File: config.mk
export PLATFORM = sky130hd
export DESIGN_NAME = sram_arb
export DESIGN_NICKNAME = d
export VERILOG_FILES = /design/src/rtl/sram_arb.sv
export SDC_FILE = /design/constraint.sdc
export NUM_CORES = 1
export LEC_CHECK = 0
export ABC_AREA = 1
export BUFFER_PORTS_ARGS = -buffer_cell sky130_fd_sc_hd__buf_2
export CAP_MARGIN = 10
export CORE_ASPECT_RATIO = 0.7
export CORE_UTILIZATION = 38
export CTS_CLUSTER_DIAMETER = 60
export DETAILED_ROUTE_END_ITERATION = 8
export GPL_ROUTABILITY_DRIVEN = 0
export PLACE_DENSITY_LB_ADDON = 0.3
export SYNTH_ARGS = -nofsm -noshare
export SYNTH_HDL_FRONTEND = slang
export SYNTH_SLANG_ARGS = --single-unit
File: constraint.sdc
create_clock -name clk -period 1.95 [get_ports clk]
set_input_delay 0.39 -clock clk [delete_from_list [all_inputs] [get_ports clk]]
set_output_delay 0.39 -clock clk [all_outputs]
set_load 0.01 [all_outputs]
File: src/rtl/sram_arb.sv
// ---------------------------------------------------------------------------
// sram_arb
//   Arbitrates two requesters for one single-port SRAM macro with active-low
//   cen/wen/oen strobes. Port 0 is the bus-side controller, port 1 the
//   BIST/march engine. Only one access is in flight at a time. SRAM strobes,
//   address and write data are all driven from registers. Read data goes back
//   only to the port that issued the read.
//
//   Sequence per access: IDLE (arbitrate) -> ACCESS (strobes low, grant pulse)
//   -> IDLE for writes, or -> RWAIT for RD_LAT cycles -> IDLE for reads. The
//   rvalid pulse is raised in the IDLE cycle that follows RWAIT.
//
// Parameters
//   AW         SRAM address width
//   DW         SRAM data width
//   RD_LAT     cycles from the edge that samples s_cen=0 (read) until s_qdata
//              is valid, 1..7
//   FIXED_PRIO 0 = round-robin, 1 = port 0 always wins a tie
//
// Ports
//   clk, reset_n           clock and synchronous active-low reset
//   req0/1, we0/1          request and write/read select, held until granted
//   addr0/1, wdata0/1      access address and write data
//   gnt0/1                 one-cycle pulse in the cycle the strobes are active
//   rvalid0/1, rdata0/1    read-return pulse; rdata holds until the next read
//   busy                   high whenever the arbiter is not in IDLE
//   s_cen/s_wen/s_oen      SRAM strobes, active low
//   s_addr, s_ddata        SRAM address and write data
//   s_qdata                SRAM read data
// ---------------------------------------------------------------------------
module sram_arb #(
    parameter int AW         = 10,
    parameter int DW         = 8,
    parameter int RD_LAT     = 1,
    parameter int FIXED_PRIO = 0
) (
    input  logic          clk,
    input  logic          reset_n,
    input  logic          req0,
    input  logic          req1,
    input  logic          we0,
    input  logic          we1,
    input  logic [AW-1:0] addr0,
    input  logic [AW-1:0] addr1,
    input  logic [DW-1:0] wdata0,
    input  logic [DW-1:0] wdata1,
    output logic          gnt0,
    output logic          gnt1,
    output logic          rvalid0,
    output logic          rvalid1,
    output logic [DW-1:0] rdata0,
    output logic [DW-1:0] rdata1,
    output logic          busy,
    output logic          s_cen,
    output logic          s_wen,
    output logic          s_oen,
    output logic [AW-1:0] s_addr,
    output logic [DW-1:0] s_ddata,
    input  logic [DW-1:0] s_qdata
);

    typedef enum logic [1:0] {
        IDLE   = 2'd0,
        ACCESS = 2'd1,
        RWAIT  = 2'd2
    } state_e;

    // Wide enough for RD_LAT-1 with RD_LAT up to 7.
    localparam int CW = 3;

    state_e          state_q, state_d;
    logic            last_port_q, last_port_d;
    logic            port_q, port_d;
    logic            we_q, we_d;
    logic [CW-1:0]   cnt_q, cnt_d;

    logic            s_cen_q, s_cen_d;
    logic            s_wen_q, s_wen_d;
    logic            s_oen_q, s_oen_d;
    logic [AW-1:0]   s_addr_q, s_addr_d;
    logic [DW-1:0]   s_ddata_q, s_ddata_d;
    logic            gnt0_q, gnt0_d;
    logic            gnt1_q, gnt1_d;
    logic            rvalid0_q, rvalid0_d;
    logic            rvalid1_q, rvalid1_d;
    logic [DW-1:0]   rdata0_q, rdata0_d;
    logic [DW-1:0]   rdata1_q, rdata1_d;
    logic            busy_q;

    // Winner of the current IDLE cycle. On a tie, round-robin hands the slot
    // to the port that did not win last time; last_port resets to 1 so the
    // very first tie goes to port 0.
    logic            win;
    logic            sel_we;
    logic [AW-1:0]   sel_addr;
    logic [DW-1:0]   sel_wdata;

    assign win       = (req0 && req1) ? ((FIXED_PRIO != 0) ? 1'b0 : ~last_port_q) : req1;
    assign sel_we    = win ? we1    : we0;
    assign sel_addr  = win ? addr1  : addr0;
    assign sel_wdata = win ? wdata1 : wdata0;

    always_comb begin
        // NOTE: every signal written here gets a default first, so no path
        // through the case statement can leave one unassigned and infer a latch.
        state_d     = state_q;
        last_port_d = last_port_q;
        port_d      = port_q;
        we_d        = we_q;
        cnt_d       = cnt_q;
        s_cen_d     = 1'b1;
        s_wen_d     = 1'b1;
        s_oen_d     = 1'b1;
        s_addr_d    = s_addr_q;
        s_ddata_d   = s_ddata_q;
        gnt0_d      = 1'b0;
        gnt1_d      = 1'b0;
        rvalid0_d   = 1'b0;
        rvalid1_d   = 1'b0;
        rdata0_d    = rdata0_q;
        rdata1_d    = rdata1_q;

        unique case (state_q)
            IDLE: begin
                if (req0 || req1) begin
                    // Strobes for the ACCESS cycle are loaded here so they
                    // come straight out of registers during that cycle.
                    port_d      = win;
                    we_d        = sel_we;
                    last_port_d = win;
                    s_cen_d     = 1'b0;
                    s_wen_d     = ~sel_we;
                    s_oen_d     = sel_we;
                    s_addr_d    = sel_addr;
                    if (sel_we) begin
                        s_ddata_d = sel_wdata;
                    end
                    gnt0_d      = ~win;
                    gnt1_d      = win;
                    state_d     = ACCESS;
                end
            end

            ACCESS: begin
                if (we_q) begin
                    state_d = IDLE;
                end else begin
                    // Output enable stays low through the whole read wait.
                    s_oen_d = 1'b0;
                    cnt_d   = CW'(RD_LAT - 1);
                    state_d = RWAIT;
                end
            end

            RWAIT: begin
                if (cnt_q != '0) begin
                    s_oen_d = 1'b0;
                    cnt_d   = cnt_q - 1'b1;
                end else begin
                    if (port_q) begin
                        rdata1_d  = s_qdata;
                        rvalid1_d = 1'b1;
                    end else begin
                        rdata0_d  = s_qdata;
                        rvalid0_d = 1'b1;
                    end
                    state_d = IDLE;
                end
            end

            default: begin
                state_d = IDLE;
            end
        endcase
    end

    // NOTE: sequential state uses non-blocking assignments only, so every
    // register samples the pre-edge value of every other register.
    always_ff @(posedge clk) begin
        if (!reset_n) begin
            state_q     <= IDLE;
            last_port_q <= 1'b1;
            port_q      <= 1'b0;
            we_q        <= 1'b0;
            cnt_q       <= '0;
            s_cen_q     <= 1'b1;
            s_wen_q     <= 1'b1;
            s_oen_q     <= 1'b1;
            s_addr_q    <= '0;
            s_ddata_q   <= '0;
            gnt0_q      <= 1'b0;
            gnt1_q      <= 1'b0;
            rvalid0_q   <= 1'b0;
            rvalid1_q   <= 1'b0;
            rdata0_q    <= '0;
            rdata1_q    <= '0;
            busy_q      <= 1'b0;
        end else begin
            state_q     <= state_d;
            last_port_q <= last_port_d;
            port_q      <= port_d;
            we_q        <= we_d;
            cnt_q       <= cnt_d;
            s_cen_q     <= s_cen_d;
            s_wen_q     <= s_wen_d;
            s_oen_q     <= s_oen_d;
            s_addr_q    <= s_addr_d;
            s_ddata_q   <= s_ddata_d;
            gnt0_q      <= gnt0_d;
            gnt1_q      <= gnt1_d;
            rvalid0_q   <= rvalid0_d;
            rvalid1_q   <= rvalid1_d;
            rdata0_q    <= rdata0_d;
            rdata1_q    <= rdata1_d;
            busy_q      <= (state_d != IDLE);
        end
    end

    assign gnt0    = gnt0_q;
    assign gnt1    = gnt1_q;
    assign rvalid0 = rvalid0_q;
    assign rvalid1 = rvalid1_q;
    assign rdata0  = rdata0_q;
    assign rdata1  = rdata1_q;
    assign busy    = busy_q;
    assign s_cen   = s_cen_q;
    assign s_wen   = s_wen_q;
    assign s_oen   = s_oen_q;
    assign s_addr  = s_addr_q;
    assign s_ddata = s_ddata_q;

endmodule
Word level (Yosys, flattened, before mapping) --
Index checks and enable logic that the tools add are counted.
Storage, ports and cells: bits of input ports 50, flip-flop bits (word level) 50, word-level logic and storage cells 61, output and inout port bits 42
Cells by class: add/sub/neg operators 1, eq/ne operators 4, multiplexer cells 18, bitwise operators 7, reduce and logical (&&, ||, !) cells 14
Operator list (number):
- $reduce_and 3->1 | 5
- $mux 10 | 1
- $mux 1 | 8
- $mux 8 | 1
- $not 1->1 | 7
- $mux 2 | 3
- $mux 3 | 2
- $pmux 2 s3 | 1
- $pmux 3 s2 | 1
- $ne 2x2->1 const B | 2
- $reduce_and 2->1 | 2
- $reduce_bool 2->1 | 2
- $pmux 1 s3 | 1
- $reduce_bool 3->1 | 1
- $reduce_or 3->1 | 1
- $sub 3x1->3 const B | 1
- $eq 2x1->1 const B | 1
- $eq 2x2->1 const B | 1
- $logic_not 2->1 | 1
- $logic_and 1x1->1 | 1
- $logic_or 1x1->1 | 1

Longest topological paths before layout --
depth after elaboration 5, gate-level depth with buffers 8, mapped depth without buffers 8

Least setup slack after synthesis --
No wires, ideal clock.
path type reg2reg, start register cnt_q[0], end register rdata1_q[0], in the netlist rdata1[0], arrival 1.073 ns, path slack 0.761 ns, setup time 0.116 ns, clock period less this slack 1.189 ns, data required time 1.834 ns, cell stages (with the launch flop) 9, path buffers 0, cell sequence dfxtp_1 > inv_1 > ha_1 > nand2_1 > nor2_2 > nand2_2 > clkinv_2 > nor2_1 > nor2_1
On the way: longest elaborated chain between the ends 3
Ends and longest elaborated chain:
- start: declaration | line 75 | logic [CW-1:0] cnt_q, cnt_d;
- start signal: assignment | line 203 | cnt_q <= cnt_d;
- $reduce_bool 3->1 | line 156 | if (cnt_q != '0) begin
- $not 1->1 (no source line)
- $reduce_and 3->1 (no source line)
- end signal: assignment | line 214 | rdata1_q <= rdata1_d;
- end: declaration | line 87 | logic [DW-1:0] rdata1_q, rdata1_d;
No other way between the ends. A chain may end at the register's enable or synchronous reset.

Final worst setup path --
start register cnt_q[0], end register rdata0_q[3], in the netlist rdata0[3]
On the way: longest elaborated chain between the ends 3
Ends and longest elaborated chain:
- $reduce_bool 3->1 | line 156
- $not 1->1 (no source line)
- $reduce_and 3->1 (no source line)
- end signal: assignment | line 213 | rdata0_q <= rdata0_d;
- end: declaration | line 86 | logic [DW-1:0] rdata0_q, rdata0_d;
No other way between the ends.

==> flow_metrics.py <==
metrics = {
    "outcome": {
        "outcome": "completed",
    },
    "logic_synthesis": {
        "ys_types": 24,
        "ys_async_sr_fraction_pct": 0,
        "ys_ff_latch": 50,
        "ys_warn_count": 0,
        "ys.flop_type": "dfxtp_1",
        "syn_area_um2": 2050,
        "synth_cells": 292,
        "syn_area_per_cell_um2": 7.01,
        "synth_nets": 344,
        "synth_edf_count": 0,
        "yosysSeqAreaShare_pct": 48.9,
    },
    "cts": {
        "cts_buffers": 5,
        "htreeDepth": 2,
        "clkSlewWorstSetupHoldPaths_ns": 0.09,
        "clockBufferDepth": 2,
        "clkSinkCount": 50,
        "post_cts_buffers": 0,
        "cts-root-buf": "clkbuf_8",
        "cts_hold_buf": 0,
        "post_cts_resize_count": 0,
        "clkLatencyLatePin_ns": 0.30,
        "tritoncts": "done",
    },
    "timing": {
        "slew_headroom_pct": 77.5,
        "fmax_mhz": 706,
        "hold_viol_final": 0,
        "final-setup-viol-count": 0,
        "finalSetupTns_ns": 0,
        "fin_crit_sh_pct": 72.6,
        "worst_slew_pin_slew_ns": 0.338,
        "finalCriticalPeriod_ns": 1.42,
        "skew_ns": 0.00902,
        "maxSlewViolCount": 0,
        "rsz0062_at_grt": "no",
    },
    "critical_path": {
        "cp-start-kind": "register",
        "path_cells": "inv_1, ha_1, nand2_1, nor2_2, nand2_2, clkinv_2, nor2_1, nor2_1",
        "max_stage_delay_ns": 0.36,
        "slowest_stage": "dfxtp_1",
        "cp-end-kind": "register",
        "critical_path_peak_fanout": 10,
        "worst_ep_arrival_time_ns": 1.61,
        "worst-path-buf-inv": 2,
        "path_class": "reg2reg",
        "crit_required_ns": 2.14,
        "crit_top_cell": "nor2_1",
        "critical-path-top-delay-family": "simple AND/OR/NAND/NOR gates",
    },
    "route": {
        "routed_wl_um": 4940,
        "wl_per_cell_um": 10.9,
        "num_vias": 2032,
        "drt-vias-per-instance": 4.47,
        "drt_iter0_drc": 86,
        "drc": 0,
        "antenna_left": 0,
        "firstDrtPassIters": 4,
    },
    "power": {
        "ir_worst_vdd_uv": 299,
        "p_switching_mw": 0.663,
        "leakagePower_nw": 1.40,
        "clock_power_share_pct": 28.6,
        "seqPwrFrac_pct": 50.9,
        "power_mw": 2.25,
        "p_sw_share_pct": 29.5,
        "p_per_area_nw_per_um2": 840,
        "p_comb_share_pct": 20.5,
        "internal-power_mw": 1.59,
    },
    "cells_and_area": {
        "ff_latch_area_um2": 1000,
        "nets": 437,
        "drive_above_1_share_pct": 30.1,
        "multiInputGateArea_um2": 890,
        "diodes": 0,
        "area_growth_pct": 30.7,
        "fill_cells": 490,
    },
    "floorplan": {
        "dieWidth_um": 89.7,
        "ioPinCount": 92,
        "num_rows": 21,
        "die_h_um": 63.4,
        "die-area_um2": 5690,
        "start_util_pct": 41.2,
        "core_um2": 4970,
    },
    "global_route": {
        "track_usage_pct": 18.3,
        "grt_pass1_vias": 1800,
        "grt_max_degree": 38,
        "overflow": 0,
        "grt_pass1_wl_um": 8320,
        "antenna_found_initial": 0,
    },
    "placed_design": {
        "port_buffers": 91,
        "dp_hpwl_um": 3680,
    },
    "min_path": {
        "hp-class": "in2reg",
    },
    "run": {
        "max-cap-violations": 0,
    },
}
==> cells by family after synthesis <==
group	share of synthesized area [%]
simple gates	30.6
buf+inv	7.64
compound gates	11.7
flops	48.9
fa+ha+maj	1.22
==> synthesized netlist by cell type (2+ instances only) <==
master    number  area share (%)
nand2_1       76              14
nor2_1        68              12
dfxtp_1       50              49
o21ai_0       30             7.3
inv_1         21             3.9
a21oi_1       14             3.4
buf_2          5             1.2
nand3_1        4            0.98
clkbuf_1       3            0.55
nand2_2        3            0.92
clkinv_2       2            0.49
ha_1           2             1.2
inv_2          2            0.37
nor2_2         2            0.61
==> per-layer routing <==
metal,up-vias,part of all wire [%],track usage (%)
met3,4,7.8,6.64
met2,69,41,28.9
met4,0,0.61,3.69
met5,-,0,0
li1,1089,-,-
met1,870,50,23.9
==> cell usage in the layout, fill, tap and decap left out, types with 2 or more instances in the layout <==
master / count
nor2_2: 2
nand3_1: 4
buf_2: 91
nand2_2: 3
a21oi_1: 14
dfxtp_1: 50
clkinv_2: 2
ha_1: 2
buf_4: 6
inv_2: 2
clkbuf_8: 6
nand2_1: 76
o21ai_0: 30
nor2_1: 68
inv_1: 21
==> path summary, 6_finish.rpt <==
kind / start / to / slack (ns) / depth (start not counted)
max: cnt_q[0] / rdata0[3] / 0.53 / 8
min: addr0[2] / s_addr[2] / 0.30 / 3
max reg2reg: cnt_q[0] / rdata0[3] / 0.53 / 8
min reg2reg: cnt_q[0] / cnt_q[0] / 0.47 / 1
==> state kept, by name, indices dropped and copies added (netlist names), 2 cells and up <==
name,cells
s_addr,10
rdata0,8
rdata1,8
s_ddata,8
cnt_q,3
state_q,2
==> metrics by stage <==
step | util [%] | hold WS [ns] | setup slack [ns] | cell area, µm² | instances
CTS | 53.9 | 0.299 | 0.541 | 2680 | 455
global route | 53.9 | 0.302 | 0.356 | 2680 | 455
finish | 53.9 | 0.305 | 0.534 | 2680 | 455
detailed placement | 51.9 | 0.446 | 0.551 | 2580 | 447
floorplan | - | 0.422 | 0.761 | 2050 | 292
global placement | 51.9 | 0.438 | 0.551 | 2580 | 447
==> power by group through the flow <==
stage / sequential (mW) / combinational, mW / clock [mW]
after floorplan: 1.20 / 0.251 / 0
after global placement: 1.17 / 0.456 / 0
after detailed placement: 1.17 / 0.463 / 0
after CTS: 1.15 / 0.465 / 0.670
after global routing: 1.16 / 0.523 / 0.719
final: 1.15 / 0.461 / 0.642
==> layout make-up <==
class / count / share of cell area [%]
clock buffer: 6 / 3.09
clock inverter: 2 / 0.608
inverter: 26 / 3.74
multi-input combinational: 205 / 33.2
sequential: 50 / 37.4
tap: 69 / 3.23
timing repair buffer: 97 / 18.7
==> worst reg2reg max path, delay by kind of cell, from the launching register on <==
kind	cells	cell delay, ns
and+or+nand+nor	5	0.51
DFF	1	0.36
buffers and inverters	2	0.23
adders and majority gates	1	0.20
No activity file was read; power rests on OpenSTA's default activity.
